### config.mk
export PLATFORM = sky130hd
export DESIGN_NAME = asp_irq_ctrl
export DESIGN_NICKNAME = d
export VERILOG_FILES = /design/src/rtl/ofs_asp_pkg.sv /design/src/rtl/asp_irq_rr_arb.sv /design/src/rtl/asp_irq_ctrl.sv
export SDC_FILE = /design/constraint.sdc
export NUM_CORES = 1
export LEC_CHECK = 0
export BUFFER_PORTS_ARGS = -buffer_cell sky130_fd_sc_hd__buf_2
export CORE_MARGIN = 3
export CORE_UTILIZATION = 24
export DETAILED_ROUTE_END_ITERATION = 8
export PLACE_DENSITY = 0.46
export REMOVE_ABC_BUFFERS = 1
export SYNTH_ARGS = -nofsm -noshare
export SYNTH_HDL_FRONTEND = slang
export SYNTH_SLANG_ARGS = --single-unit
### constraint.sdc
create_clock -name clk -period 2.72 [get_ports clk]
set_clock_uncertainty 0.2 [all_clocks]
set_input_delay 0.272 -clock clk [delete_from_list [all_inputs] [get_ports clk]]
set_output_delay 0.272 -clock clk [all_outputs]
set_load 0.1 [all_outputs]
### src/rtl/ofs_asp_pkg.sv
// Shared ASP definitions: interrupt line map, IRQ CSR word offsets and IRQ FSM states.
package ofs_asp_pkg;

   localparam int unsigned ASP_MMIO_DATA_WIDTH     = 64;
   localparam int unsigned ASP_NUM_INTERRUPT_LINES = 4;
   localparam int unsigned ASP_NUM_IRQ_USED        = 3;

   localparam int unsigned ASP_IRQ_DMA_0  = 0;
   localparam int unsigned ASP_IRQ_KERNEL = 1;
   localparam int unsigned ASP_IRQ_DMA_1  = 2;

   localparam int unsigned ASP_IRQ_CSR_STATUS = 0;
   localparam int unsigned ASP_IRQ_CSR_ENABLE = 1;
   localparam int unsigned ASP_IRQ_CSR_RAW    = 2;
   localparam int unsigned ASP_IRQ_CSR_COUNT  = 3;

   typedef enum logic [0:0] {IDLE, SEND} t_irq_fsm;

endpackage

### src/rtl/asp_irq_rr_arb.sv
// Combinational round-robin pick: first set request at or after ptr, wrapping at N-1.
module asp_irq_rr_arb #(
   parameter int unsigned N     = 4,
   parameter int unsigned IDX_W = $clog2(N)
) (
   input  logic [N-1:0]     req,
   input  logic [IDX_W-1:0] ptr,
   output logic [N-1:0]     grant,
   output logic [IDX_W-1:0] idx,
   output logic             found
);

   always_comb begin
      int unsigned j;
      j     = 0;
      grant = '0;
      idx   = '0;
      found = 1'b0;
      for (int unsigned k = 0; k < N; k++) begin
         j = (32'(ptr) + k) % N;
         if (!found && req[j]) begin
            found    = 1'b1;
            grant[j] = 1'b1;
            idx      = IDX_W'(j);
         end
      end
   end

endmodule

### src/rtl/asp_irq_ctrl.sv
// ASP interrupt aggregator: edge-detect sources into sticky pending bits and send one
// valid/ready message per new pending event; STATUS/ENABLE/RAW/COUNT CSRs on MMIO.
module asp_irq_ctrl import ofs_asp_pkg::*; #(
   parameter int unsigned NUM_LINES      = ASP_NUM_INTERRUPT_LINES,
   parameter int unsigned NUM_USED       = ASP_NUM_IRQ_USED,
   parameter int unsigned CSR_DATA_WIDTH = ASP_MMIO_DATA_WIDTH,
   parameter int unsigned CSR_ADDR_WIDTH = 2
) (
   input  logic                          clk,
   input  logic                          reset_n,
   input  logic [NUM_LINES-1:0]          irq_in,
   input  logic [CSR_ADDR_WIDTH-1:0]     csr_address,
   input  logic                          csr_read,
   input  logic                          csr_write,
   input  logic [CSR_DATA_WIDTH-1:0]     csr_writedata,
   input  logic [CSR_DATA_WIDTH/8-1:0]   csr_byteenable,
   output logic [CSR_DATA_WIDTH-1:0]     csr_readdata,
   output logic                          csr_readdatavalid,
   output logic                          csr_waitrequest,
   output logic                          intr_valid,
   input  logic                          intr_ready,
   output logic [$clog2(NUM_LINES)-1:0]  intr_vector
);

   localparam int unsigned VEC_W = $clog2(NUM_LINES);
   localparam logic [NUM_LINES-1:0] USED_MASK = NUM_LINES'((64'd1 << NUM_USED) - 64'd1);

   logic [NUM_LINES-1:0]      irq_q, pending_q, pending_d, sent_q, sent_d, enable_q;
   logic [NUM_LINES-1:0]      rise, clr, elig, acc_onehot, arb_grant_unused;
   logic [31:0]               count_q;
   logic [VEC_W-1:0]          rr_ptr_q, arb_idx;
   logic                      arb_found, wr_en, accept;
   logic [CSR_DATA_WIDTH-1:0] rd_data;
   t_irq_fsm                  state_q;
   logic                      unused_bits;

   assign unused_bits = ^{csr_writedata[CSR_DATA_WIDTH-1:NUM_LINES],
                          csr_byteenable[CSR_DATA_WIDTH/8-1:1]};

   assign csr_waitrequest = 1'b0;
   assign wr_en  = csr_write & csr_byteenable[0];
   assign accept = intr_valid & intr_ready;
   assign rise   = irq_in & ~irq_q & enable_q & USED_MASK;
   assign clr    = (wr_en && csr_address == CSR_ADDR_WIDTH'(ASP_IRQ_CSR_STATUS)) ?
                   csr_writedata[NUM_LINES-1:0] : '0;
   assign elig   = pending_q & ~sent_q & enable_q;

   // A rise on an idle line (or one being cleared) is a new event and re-arms its message;
   // a rise on a still-pending line is coalesced.
   always_comb begin
      acc_onehot = '0;
      if (accept) acc_onehot[intr_vector] = 1'b1;
      pending_d = (pending_q & ~clr) | rise;
      sent_d    = (sent_q | acc_onehot) & ~clr & ~(rise & ~pending_q);
   end

   asp_irq_rr_arb #(
      .N     (NUM_LINES),
      .IDX_W (VEC_W)
   ) u_arb (
      .req   (elig),
      .ptr   (rr_ptr_q),
      .grant (arb_grant_unused),
      .idx   (arb_idx),
      .found (arb_found)
   );

   always_ff @(posedge clk or negedge reset_n) begin
      if (!reset_n) begin
         irq_q     <= '0;
         pending_q <= '0;
         sent_q    <= '0;
      end else begin
         irq_q     <= irq_in;
         pending_q <= pending_d;
         sent_q    <= sent_d;
      end
   end

   // Once valid is raised the message always completes, even if its line is disabled/cleared.
   always_ff @(posedge clk or negedge reset_n) begin
      if (!reset_n) begin
         state_q     <= IDLE;
         intr_valid  <= 1'b0;
         intr_vector <= '0;
         rr_ptr_q    <= '0;
      end else begin
         case (state_q)
            IDLE: begin
               if (arb_found) begin
                  intr_vector <= arb_idx;
                  intr_valid  <= 1'b1;
                  state_q     <= SEND;
               end
            end
            SEND: begin
               if (intr_ready) begin
                  intr_valid <= 1'b0;
                  rr_ptr_q   <= (32'(intr_vector) == NUM_LINES - 1) ? '0 : intr_vector + 1'b1;
                  state_q    <= IDLE;
               end
            end
            default: state_q <= IDLE;
         endcase
      end
   end

   always_comb begin
      rd_data = '0;
      case (csr_address)
         CSR_ADDR_WIDTH'(ASP_IRQ_CSR_STATUS): rd_data[NUM_LINES-1:0] = pending_q;
         CSR_ADDR_WIDTH'(ASP_IRQ_CSR_ENABLE): rd_data[NUM_LINES-1:0] = enable_q;
         CSR_ADDR_WIDTH'(ASP_IRQ_CSR_RAW):    rd_data[NUM_LINES-1:0] = irq_in & USED_MASK;
         CSR_ADDR_WIDTH'(ASP_IRQ_CSR_COUNT):  rd_data[31:0]          = count_q;
         default:                             rd_data                = '0;
      endcase
   end

   always_ff @(posedge clk or negedge reset_n) begin
      if (!reset_n) begin
         enable_q          <= USED_MASK;
         count_q           <= '0;
         csr_readdata      <= '0;
         csr_readdatavalid <= 1'b0;
      end else begin
         csr_readdatavalid <= csr_read;
         if (csr_read) csr_readdata <= rd_data;
         if (wr_en && csr_address == CSR_ADDR_WIDTH'(ASP_IRQ_CSR_ENABLE)) begin
            enable_q <= csr_writedata[NUM_LINES-1:0] & USED_MASK;
         end
         if (wr_en && csr_address == CSR_ADDR_WIDTH'(ASP_IRQ_CSR_COUNT)) begin
            count_q <= '0;
         end else if (accept) begin
            count_q <= count_q + 32'd1;
         end
      end
   end

endmodule
# Yosys cells after proc, flatten, opt, wreduce, memory -nomap -nowiden
# Cells that the tools add are included.
# word_totals
register_bits	85
word_cells	92
in_bits	83
# op_classes
n_bitwise	18
add_sub_neg	5
n_reduce_logical	15
eq_ne	6
muxes	31
n_lt_le_gt_ge	6
# op_table
op	n
32-bit 2-to-1 mux	2
32-bit by 1-bit adder with 32-bit output, second input constant	1
28-bit 2-to-1 mux	1
4-bit bitwise AND	4
4-bit inverter	4
4-bit one-hot mux with 4 select lines	1
2-bit by 3-bit less-than comparator with 1-bit output, second input constant	5
1-bit 2-to-1 mux	13
2-bit 2-to-1 mux	5
1-bit binary-select mux with 2-bit select	4
4-bit 2-to-1 mux	2
1-bit logical AND	7
3-bit bitwise AND	2
2-bit == test, second input constant	3
2-bit AND reduction	3
2-bit by 1-bit adder with 2-bit output, second input constant	2
2-bit adder, second input constant	2
3-bit by 4-bit bitwise AND with 4-bit output	1
4-bit by 3-bit bitwise AND with 4-bit output	1
2-bit inequality test, second input constant	2
4-bit by 3-bit OR with 4-bit output	1
4-bit OR	1
1-bit one-hot mux with 2 select lines	2
1-bit logical NOT	3
other kinds (8)	9

# Longest topological paths before layout
# Gate-level depths: netlist of run 1.
# logic_depth
word_depth	17
ltp_mapped	7
mapped_depth_nobuf	4

# Modules after synthesis
# From an unflattened synthesis of run 1, not the netlist that was laid out.
# unflattened
cells_unflattened	464
area_unflattened_um2	4530.6
# modules_own_cells
mod	n_inst	seq_area_each_um2	cells_each	area_per_inst_um2
asp_irq_ctrl	1	2105.8	419	4108.9
asp_irq_rr_arb	1	0.0	45	421.7

# Least setup slack after synthesis of run 1
# No wires, ideal clock.
# synth_timing
path_kind	reg2reg
startpoint	register intr_valid
endpoint	register count_q[24]
t_arrival_ns	2.201
setup_time_ns	0.078
period_less_slack_ns	2.479
setup_slack_ns	0.241
required_time_ns	2.442
path_buffers	1
path_stages_with_launch	6
path_cell_list	dfrtp_1 > and2_0 > clkbuf_1 > nand3_1 > or4_1 > a21oi_1
# synth_via
elab_chain_len	2
# synth_lines
item	line	text
start: declaration	asp_irq_ctrl.sv:20	output logic intr_valid,
start signal: assignment	asp_irq_ctrl.sv:84	intr_valid <= 1'b0;
start signal: assignment	asp_irq_ctrl.sv:92	intr_valid <= 1'b1;
start signal: assignment	asp_irq_ctrl.sv:98	intr_valid <= 1'b0;
1-bit bitwise AND	asp_irq_ctrl.sv:42	assign accept = intr_valid & intr_ready;
2-bit nonzero test (no source line)	--	
end signal: assignment	asp_irq_ctrl.sv:134	count_q <= count_q + 32'd1;
end: declaration	asp_irq_ctrl.sv:30	logic [31:0] count_q;
# No other way between the ends.
# A chain may end at the register's enable or synchronous reset.

# Final worst setup path of run 1
# layout_timing
startpoint	register count_q[2]
endpoint	register count_q[20]
# layout_via
elab_chain_len	3
# layout_lines
item	line	text
32-bit by 1-bit adder with 32-bit output	asp_irq_ctrl.sv:134	
32-bit 2-to-1 mux	asp_irq_ctrl.sv:133	end else if (accept) begin
32-bit 2-to-1 mux	asp_irq_ctrl.sv:131	if (wr_en && csr_address == CSR_ADDR_WIDTH'(ASP_IRQ_CSR_COUNT)) begin
# No other way between the ends. The select of a mux whose other input is x is not followed.

==> results_dict.tcl, run 1 <==
set metrics [dict create \
    cts-buffers-inserted 9 \
    ys.flop_type "dfrtp_1" \
    std_cell_rows 48 \
    layout.nets 589 \
    hold_viol 0 \
    leakagePower_uw 0.00224 \
    cts_max_level 3 \
    antenna_found_initial 0 \
    worstSetupEndpointType "flop" \
    synth_xor_xnor_area_share_pct 1.65 \
    area_delta_synth_final_pct 19.6 \
    place.gp.congestion 0.736 \
    fmax_mhz 447 \
    clockRootBuffer "clkbuf_16" \
    routed_via_density 4.45 \
    grt_setup_unrepaired "false" \
    yosys_warnings 0 \
    async_flop_share_pct 100 \
    detail_route.iter0.violations 165 \
    grt_usage_pct 10.6 \
    status "finished clean" \
    worstReg2RegEnd "count_q[20]" \
    clock-sinks 84 \
    drc 0 \
    port_buffers 50 \
    synth_area_leader_cell "dfrtp_1" \
    grt_pass1_vias 3234 \
    max_stage_delay_ns 0.58 \
    drive_gt1_share_pct 18.4 \
    die_w_um 139 \
    netSwitchingFraction_pct 35.4 \
    slowest_stage "or4_1" \
    diodes 0 \
    cts_tree "done" \
    post-route-cell-area_mm2 0.00509 \
    critical_path_class "reg2reg" \
    synth_top_cell_area_share_pct 47.6 \
    drt_first_pass_iters 4 \
    critPathArrivalTime_ns 2.31 \
    dieArea_mm2 0.0194 \
    wl_um 9950 \
    cp_max_fo 10 \
    post_drt_wl_per_cell_um 13.6 \
    synth_edf_count 0 \
    clockBufferDepth 2 \
    synth_area_mm2 0.00426 \
    synth-simple-area-share_pct 19.1 \
    r2r_slack_ns 0.49 \
    cp-endpoint "count_q[20]" \
    worst_slack_ns 0.485 \
    worstMarginPinSlew_ns 0.812 \
    synth_top_family_by_area "simple AND/OR/NAND/NOR gates" \
    power.internal_uw 2550 \
    hold_path_class "in2reg" \
    dpl_worst_slack_ns 0.492 \
    path_clk_slew_ns 0.06 \
    setup_viol 0 \
    critPathLaunch "count_q[2]" \
    cts_setup_buffers 0 \
    relSlewSlack_pct 45.7 \
    path_cells "and4_1 > o211ai_1 > or4_1 > a21oi_1" \
    dieHeight_um 139 \
    yosys.cell_types.count 51 \
    critPathLaunchType "flop" \
    reg2reg_depth 4 \
    irDropWorstVdd_mv 0.673 \
    start_util_pct 24.5 \
    seqPwrFrac_pct 39.4 \
    synth_fa_ha_area_share_pct 1.47 \
    fillCellCount 1852 \
    syn_inst 442 \
    syn_area_per_cell_um2 9.64 \
    vias 3256 \
    grt-ovfl-total 0 \
    final_max_slew_viol_count 0 \
    reg2reg_from "count_q[2]" \
    layout.cells.non_filler 731 \
    clkPwrFrac_pct 36.3 \
    antenna_left 0 \
    synth_most_common_cell "dfrtp_1" \
    cp_data_required_time_ns 2.79 \
    cts.repair.resized 0 \
    dp_cells 707 \
    io_pins 152 \
    postPlaceCellArea_mm2 0.00466 \
    power.switching_uw 1400 \
    coreArea_mm2 0.0174 \
    synth.area.top_cells "dfrtp_1 (48%), buf_4 (6.3%), nand2_1 (5.6%)" \
    hpwl_um 7150 \
    powerDensity_mw_per_mm2 775 \
    finalCritPeriodShare_pct 82.2 \
    synth_mux_area_share_pct 5.55 \
    synth_commonest_cells "dfrtp_1 (81), nand2_1 (64), buf_4 (36), o21ai_0 (35), inv_1 (33)" \
    cts_hold_buf 8 \
    seq_area_frac_synth_pct 49.4 \
    combPwrFrac_pct 24.3 \
    synth_seq_cells 84 \
    clock_latency_ns 0.34 \
    finalCriticalPeriod_ns 2.23 \
    grt_max_degree 53 \
    synth-compound-area-share_pct 11.8 \
    grt_pass1_wl_um 16600 \
    maxCapViolCount 0 \
]
[how the worst min path moves through the flow]
stage / from / to / cells past startpoint
after floorplan: reset_n / count_q[0] / 0
after global routing: intr_ready / intr_valid / 3
final: intr_ready / intr_valid / 3
after CTS: intr_ready / intr_valid / 3
after detailed placement: reset_n / csr_readdata[10] / 1
after global placement: reset_n / csr_readdata[11] / 1
[placed cells by master, fill, tap and decap left out, types with 2 or more instances in the layout]
| cell type | instances |
|---|---|
| nor3_1 | 10 |
| and4_1 | 4 |
| nand3b_1 | 3 |
| a211oi_1 | 3 |
| o31ai_1 | 12 |
| dfrtp_1 | 81 |
| buf_2 | 49 |
| bufinv_16 | 3 |
| xor2_1 | 3 |
| o2bb2ai_1 | 2 |
| a21oi_1 | 19 |
| dfstp_2 | 3 |
| or3_1 | 4 |
| or4_1 | 10 |
| o2111ai_1 | 2 |
| inv_1 | 33 |
| ha_1 | 5 |
| nand2_1 | 64 |
| clkbuf_16 | 9 |
| dlygate4sd3_1 | 8 |
| mux2i_1 | 9 |
| nand2b_1 | 10 |
| nor2_1 | 12 |
| mux4_2 | 3 |
| nand4_1 | 7 |
| and2_1 | 2 |
| nor4_1 | 4 |
| and3_1 | 6 |
| o21ai_0 | 35 |
| nand3_1 | 12 |
| conb_1 | 33 |
| o21a_1 | 3 |
| mux2_2 | 7 |
| xnor2_1 | 5 |
| buf_4 | 10 |
[worst max-delay path: cells and delay by family (launching register included)]
family / cells / cell delay, ns
DFF: 1 / 0.49
and+or+nand+nor: 2 / 0.95
AOI/OAI and AO/OA: 2 / 0.53
[registers in the layout, indices dropped and copies added, names as in the netlist]
name               flops
enable_q               3
csr_readdatavalid      1
irq_q                  3
intr_vector            2
state_q                1
count_q               32
intr_valid             1
csr_readdata          32
pending_q              4
sent_q                 3
rr_ptr_q               2
[layout make-up]
cell class	instances	area [µm²]	share of cell area, %
clock buffers	10	239	4.69
clock inverters	6	111	2.19
well taps	225	282	5.53
repair buffers	68	420	8.26
flip-flops and latches	84	2110	41.4
inverters	33	124	2.43
multi-input cells	305	1810	35.6
[power groups by stage]
stage	combinational (µW)	clock (µW)	sequential, µW
2_1_floorplan	489	0	1810
3_3_place_gp	948	0	1570
3_5_place_dp	957	0	1580
4_1_cts	968	1490	1560
5_1_grt	1040	1530	1580
6_report	959	1430	1560
[cell families after synthesis]
family | Yosys count
buffers and inverters | 85
xor gates and xnor gates | 8
DFF | 84
other | 1
adders and majority gates | 5
muxes | 19
and+or+nand+nor | 156
AOI/OAI and AO/OA | 84
[routing by layer]
layer	track usage [%]	routed length, µm	up-vias
li1	-	-	1596
met1	13.7	4740	1573
met2	16.9	4580	77
met3	3.51	500	10
met4	3.55	134	0
met5	0	0	-
[metrics by stage]
stage / power (µW) / TNS, ns / hold slack (ns) / util (%)
global route: 4150 / 0 / 0.0771 / 29.3
global placement: 2520 / 0 / 0.0552 / 26.9
detailed placement: 2540 / 0 / 0.0628 / 26.9
CTS: 4010 / 0 / 0.0394 / 29.3
floorplan: 2300 / -0.0732 / -0.224 / -
finish: 3950 / 0 / 0.0548 / 29.3
(Power assumes the default switching activity.)
==> inputs of run 2 (changes only) <==
--- a/config.mk
+++ b/config.mk
@@ -9,7 +9,7 @@
 export CORE_MARGIN = 3
 export CORE_UTILIZATION = 24
 export DETAILED_ROUTE_END_ITERATION = 8
-export PLACE_DENSITY = 0.46
+export PLACE_DENSITY = 0.47
 export REMOVE_ABC_BUFFERS = 1
 export SYNTH_ARGS = -nofsm -noshare
 export SYNTH_HDL_FRONTEND = slang
==> constraint.sdc (replaced) <==
create_clock -name clk -period 1.9 [get_ports clk]
set_clock_uncertainty 0.2 [all_clocks]
set_input_delay 0.19 -clock clk [delete_from_list [all_inputs] [get_ports clk]]
set_output_delay 0.19 -clock clk [all_outputs]
set_load 0.1 [all_outputs]
==> run 2 against run 1 <==
  * The flow now finishes with violations (negative setup slack)
  * Final cell count is 7.1% higher
  * Worst setup slack worse by 0.51 ns
  * Sequential power increased by 39%
  * Clock power is 31% higher
  * Maximum frequency up 16%
  * Die area is the same
  * Final area is 9.9% higher
  * Non-clock buffer count is 50 higher
  * Sequential share of layout area fell by 3.7 points
  * Power grew 43%
  * Register-to-register slack got worse by 0.51 ns
  * Clock-buffer cell count is the same
  * Largest cell class unchanged
==> results_dict.tcl, run 2 (synthesized netlist as in run 1, its figures left out) <==
set metrics [dict create \
    status "complete, but fails checks" \
    violations "negative setup slack" \
    grt_setup_unrepaired "true" \
    antenna_left 0 \
    path_clk_slew_ns 0.07 \
    wl_met2_um 5170 \
    detail_route.iter0.violations 162 \
    area_delta_synth_final_pct 31.4 \
    p_total_uw 5640 \
    clockBufferDepth 2 \
    reg.largest.list "count_q (32), csr_readdata (32), pending_q (4)" \
    critPathLaunchType "flop" \
    hpwl_um 7860 \
    clock-sinks 84 \
    fillCellCount 1812 \
    post_drt_wl_per_cell_um 14.0 \
    io_pins 152 \
    powerDensity_mw_per_mm2 1010 \
    dieArea_mm2 0.0194 \
    coreArea_mm2 0.0174 \
    std_cell_rows 48 \
    grt_max_degree 33 \
    critPathArrivalTime_ns 2.00 \
    path_cells "nand4_4 > or3_4 > or4_4 > a21oi_2" \
    final_max_slew_viol_count 0 \
    layout.nets 641 \
    antenna_found_initial 0 \
    routed_via_density 4.48 \
    leakagePower_uw 0.00250 \
    grt_pass1_wl_um 17600 \
    final_cell_mix "dfrtp_1 (81), nand2_1 (64), buf_4 (58)" \
    wl_um 11000 \
    grt_usage_pct 11.3 \
    hold_viol 0 \
    dieHeight_um 139 \
    final_common_cell "dfrtp_1" \
    place.gp.congestion 0.812 \
    max_stage_delay_ns 0.52 \
    maxCapViolCount 0 \
    grt-ovfl-total 0 \
    fmax_mhz 519 \
    start_util_pct 24.5 \
    worst_slack_ns -0.0259 \
    vias 3509 \
    drt_first_pass_iters 4 \
    wl_met1_um 5200 \
    dpl_worst_slack_ns -0.0865 \
    cp_max_fo 5 \
    irDropWorstVdd_mv 0.523 \
    critical_path_class "reg2reg" \
    slowest_stage "or4_4" \
    port_buffers 50 \
    die_w_um 139 \
    cts_max_level 3 \
    highest_layer "met4" \
    relSlewSlack_pct 63.2 \
    hold_path_class "in2reg" \
    clockRootBuffer "clkbuf_16" \
    drc 0 \
    drive_gt1_share_pct 30.6 \
    cts-buffers-inserted 9 \
    worstSetupEndpointType "flop" \
    cp_data_required_time_ns 1.98 \
    worstMarginPinSlew_ns 0.539 \
    fin_worst_hold_slack_ns 0.0267 \
    setup_viol 6 \
    cts_tree "done" \
    dr_wl_met3_um 494 \
    diodes 0 \
    utilization_pct 32.2 \
    finalCritPeriodShare_pct 101 \
    grt_pass1_vias 3400 \
    clock_latency_ns 0.35 \
    finalCriticalPeriod_ns 1.93 \
]
-- run 2: changes by cell type in the layout (fill, tap and decap cells not counted), sizes merged --
cell | previous run | this run
buf | 60 | 109
bufinv | 3 | 2
clkbuf | 10 | 11
clkinvlp | 1 | 2
or3 | 5 | 7
-- run 2: where the power goes --
group | total (µW) | internal (µW) | switching (µW) | leakage (µW)
combinational | 1590 | 444 | 1150 | 0.00124
sequential | 2170 | 2000 | 172 | 0.00111
clock | 1880 | 1150 | 730 | 0.000149
-- run 2: critical path: cells and delay by family (launching register included) --
family             cells  cell delay (ns)
and+or+nand+nor        3             1.12
DFF                    1             0.41
AOI/OAI and AO/OA      1             0.12
-- run 2: what timing repair did --
action | CTS | global route
pin swaps | 9 | 11
hold buffers | 8 | 0
gates cloned | 1 | 1
buffers inserted | 0 | 2
gates resized for setup | 6 | 26
endpoints found under the hold margin | 96 | 0
endpoints found under the setup margin | 13 | 17
-- run 2: layer usage --
metal	GRT usage, %	vias to the layer above
li1	-	1698
met5	0	-
met1	15.0	1722
met3	3.33	10
met4	3.60	0
met2	17.8	79
-- run 2: stage by stage --
step           TNS, ns  cells  instance area [µm²]
2_1_floorplan   -16.00    422                 4040
3_3_place_gp    -0.169    755                 5030
3_5_place_dp    -0.359    755                 5030
4_1_cts        -0.0776    780                 5470
5_1_grt         -0.866    783                 5600
6_report       -0.0856    783                 5600
-- run 2: final timing paths --
| path | cells after the start | to | from | slack (ns) |
|---|---|---|---|---|
| min | 4 | intr_valid | intr_ready | 0.03 |
| min in group asynchronous | 2 | count_q[20] | reset_n | 0.16 |
| min reg2reg | 1 | pending_q[1] | irq_q[1] | 0.25 |
| max in group asynchronous | 3 | enable_q[0] | reset_n | 0.74 |
| max reg2reg | 4 | count_q[22] | count_q[9] | -0.03 |
| max | 4 | count_q[22] | count_q[9] | -0.03 |
-- run 2: area by class of cell --
class	count	area (µm²)	area share (%)
clock buffer	10	229	4.09
timing repair buffer	118	806	14.4
multi-input combinational	307	1960	35.1
sequential	84	2110	37.6
inverter	33	124	2.21
tap	225	282	5.03
clock inverter	6	88.8	1.59
==> inputs of run 3 (changes only) <==
--- a/config.mk
+++ b/config.mk
@@ -5,6 +5,7 @@
 export SDC_FILE = /design/constraint.sdc
 export NUM_CORES = 1
 export LEC_CHECK = 0
+export ABC_AREA = 1
 export BUFFER_PORTS_ARGS = -buffer_cell sky130_fd_sc_hd__buf_2
 export CORE_MARGIN = 3
 export CORE_UTILIZATION = 24
==> run 3 against run 2 <==
  * First-iteration DRC count is 1.2% lower
  * Worst hold slack improved by 0.046 ns
  * Largest cell class unchanged
  * Sequential power increased by 4%
  * Clock power down 10%
  * Register-to-register slack gained 0.08 ns
  * Final cell count is 11% higher
  * Maximum frequency is 4.6% higher
  * The run now ends clean
  * Critical path type unchanged
==> results_dict.tcl, run 3 <==
set metrics [dict create \
    status "finished clean" \
    syn_inst 551 \
    seq_area_frac_synth_pct 47.0 \
    final_cell_mix "inv_1 (89), dfrtp_1 (78), nand2_1 (72)" \
    r2r_slack_ns 0.06 \
    cp_max_fo 4 \
    irDropWorstVdd_mv 0.802 \
    multiInputGateArea_mm2 0.00191 \
    antenna_found_initial 0 \
    drive_gt1_share_pct 23.1 \
    final_max_slew_viol_count 0 \
    clock_latency_ns 0.35 \
    die_w_um 143 \
    drc 0 \
    synth-compound-area-share_pct 13.3 \
    worstMarginPinSlew_ns 0.573 \
    final_common_cell "inv_1" \
    hpwl_um 8110 \
    relSlewSlack_pct 61.8 \
    wl_met2_um 5370 \
    cts_tree "done" \
    detail_route.iter0.violations 160 \
    clockRootBuffer "clkbuf_16" \
    clkPwrFrac_pct 28.3 \
    path_clk_slew_ns 0.06 \
    drt_first_pass_iters 4 \
    seq_area_mm2 0.00211 \
    vias 3758 \
    highest_layer "met4" \
    reg2reg_depth 10 \
    setup_viol 0 \
    hold-path-cell-count 4 \
    synth.area.top_cells "dfrtp_1 (45%), inv_1 (7.4%), nand2_1 (6.5%)" \
    antenna_left 0 \
    dieHeight_um 143 \
    critical_path_class "reg2reg" \
    critPathLaunchType "flop" \
    hold_path_class "in2reg" \
    port_buffers 50 \
    routed_via_density 4.32 \
    utilization_pct 30.7 \
    power.internal_uw 3550 \
    wl_um 11000 \
    worstSetupEndpointType "flop" \
    power.switching_uw 2440 \
    finalCritPeriodShare_pct 96.9 \
    synth_edf_count 0 \
    finalCriticalPeriod_ns 1.84 \
    synth_mux_area_share_pct 0 \
    cp_data_required_time_ns 1.94 \
    cts_max_level 3 \
    seqPwrFrac_pct 37.6 \
    coreArea_mm2 0.0181 \
    fillCellCount 1931 \
    grt-ovfl-total 0 \
    wl_met1_um 5040 \
    grt_setup_unrepaired "true" \
    synth_commonest_cells "inv_1 (89), dfrtp_1 (81), nand2_1 (78), o21ai_0 (56), nand3_1 (53)" \
    grt_usage_pct 11.1 \
    powerDensity_mw_per_mm2 1070 \
    diodes 0 \
    dr_wl_met3_um 484 \
    fmax_mhz 543 \
    std_cell_rows 49 \
    netSwitchingFraction_pct 40.7 \
    finalSetupTns_ns 0 \
    dpl_worst_slack_ns -0.0342 \
    synth_xor_xnor_area_share_pct 0.195 \
    postPlaceCellArea_mm2 0.00501 \
    layout.nets 724 \
    async_flop_share_pct 100 \
    synth_top_cell_area_share_pct 45.2 \
    synth_fa_ha_area_share_pct 1.40 \
    combPwrFrac_pct 34.1 \
    synth-simple-area-share_pct 22.9 \
    worst_slack_ns 0.0583 \
    post-route-cell-area_mm2 0.00557 \
    yosys_warnings 0 \
    synth_top_family_by_area "simple AND/OR/NAND/NOR gates" \
    cts-buffers-inserted 9 \
    leakagePower_uw 0.00268 \
    yosys.cell_types.count 46 \
    place.gp.congestion 0.825 \
    grt_pass1_vias 3695 \
    synth_area_mm2 0.00448 \
    synth_area_leader_cell "dfrtp_1" \
    dieArea_mm2 0.0204 \
    grt_pass1_wl_um 18100 \
    synth_seq_cells 84 \
    reg.largest.list "count_q (32), csr_readdata (32), pending_q (4)" \
    syn_area_per_cell_um2 8.14 \
    ys.flop_type "dfrtp_1" \
    synth_most_common_cell "inv_1" \
    area_delta_synth_final_pct 24.3 \
    clock-sinks 84 \
    clockBufferDepth 2 \
    maxCapViolCount 0 \
    critPathArrivalTime_ns 1.88 \
    hold_viol 0 \
    fin_worst_hold_slack_ns 0.0726 \
    post_drt_wl_per_cell_um 12.7 \
    grt_max_degree 32 \
    start_util_pct 24.7 \
    io_pins 152 \
]
[run 3: changes by cell type in the layout (fill, tap and decap cells not counted), sizes merged, moves of 9 or more]
cell / previous run / this run
nand2b: 10 / 0
o31ai: 12 / 1
buf: 109 / 81
nand2: 64 / 80
nand3: 13 / 54
mux2i: 9 / 0
o21ai: 35 / 61
or4: 11 / 0
inv: 33 / 96
nor2: 12 / 45
[run 3: power groups by stage]
stage	Clock (µW)	Combinational [µW]	Sequential, µW
floorplan	0	1020	2590
global placement	0	1790	2250
detailed placement	0	1840	2260
CTS	1770	1870	2230
global route	1840	2220	2280
finish	1690	2040	2250
[run 3: final cells by class]
cell class	count	area share, %
well taps	229	5.14
inverters	95	6.58
clock inverters	5	0.629
clock buffers	11	4.54
flip-flops and latches	84	37.9
multi-input cells	356	34.2
repair buffers	90	11.1
[run 3: logic make-up (layout without fill, tap and decap cells)]
group,after synthesis,count (layout)
buf+inv,143,201
other cells,1,33
simple gates,210,210
compound gates,107,107
flops,84,84
xor+xnor,1,1
fa+ha+maj,5,5
[run 3: repair_timing]
item,4_1_cts,5_1_grt
pin swaps,3,10
buffers inserted,1,10
hold buffers,9,0
cloned,0,0
gates resized for setup,3,35
endpoints found under the hold margin,95,0
endpoints found under the setup margin,3,23
[run 3: path summary, 6_finish.rpt]
path	startpoint	end
min reg2reg	pending_q[3]	pending_q[3]
min in group asynchronous	reset_n	csr_readdata[12]
min	csr_address[1]	csr_readdata[3]
max	count_q[1]	count_q[24]
max in group asynchronous	reset_n	enable_q[2]
max reg2reg	count_q[1]	count_q[24]
[run 3: metrics by stage]
stage	power (µW)	cells
floorplan	3610	535
global placement	4040	834
detailed placement	4110	834
CTS	5870	860
global route	6340	870
finish	5980	870
[run 3: metal layers]
metal / track usage (%) / up-vias
met4: 3.65 / 0
li1: - / 1917
met2: 18.2 / 72
met1: 13.9 / 1760
met3: 3.35 / 9
met5: 0 / -
[run 3: critical path, cell delays in order (launching register included)]
cell     delay, ns
dfrtp_1       0.35
ha_2          0.19
nand2_2       0.07
nor2_4        0.11
nand2_4       0.08
nor3_4        0.23
nand2_1       0.10
nor2_2        0.13
nand2_1       0.09
o21ai_1       0.13
a21oi_1       0.05
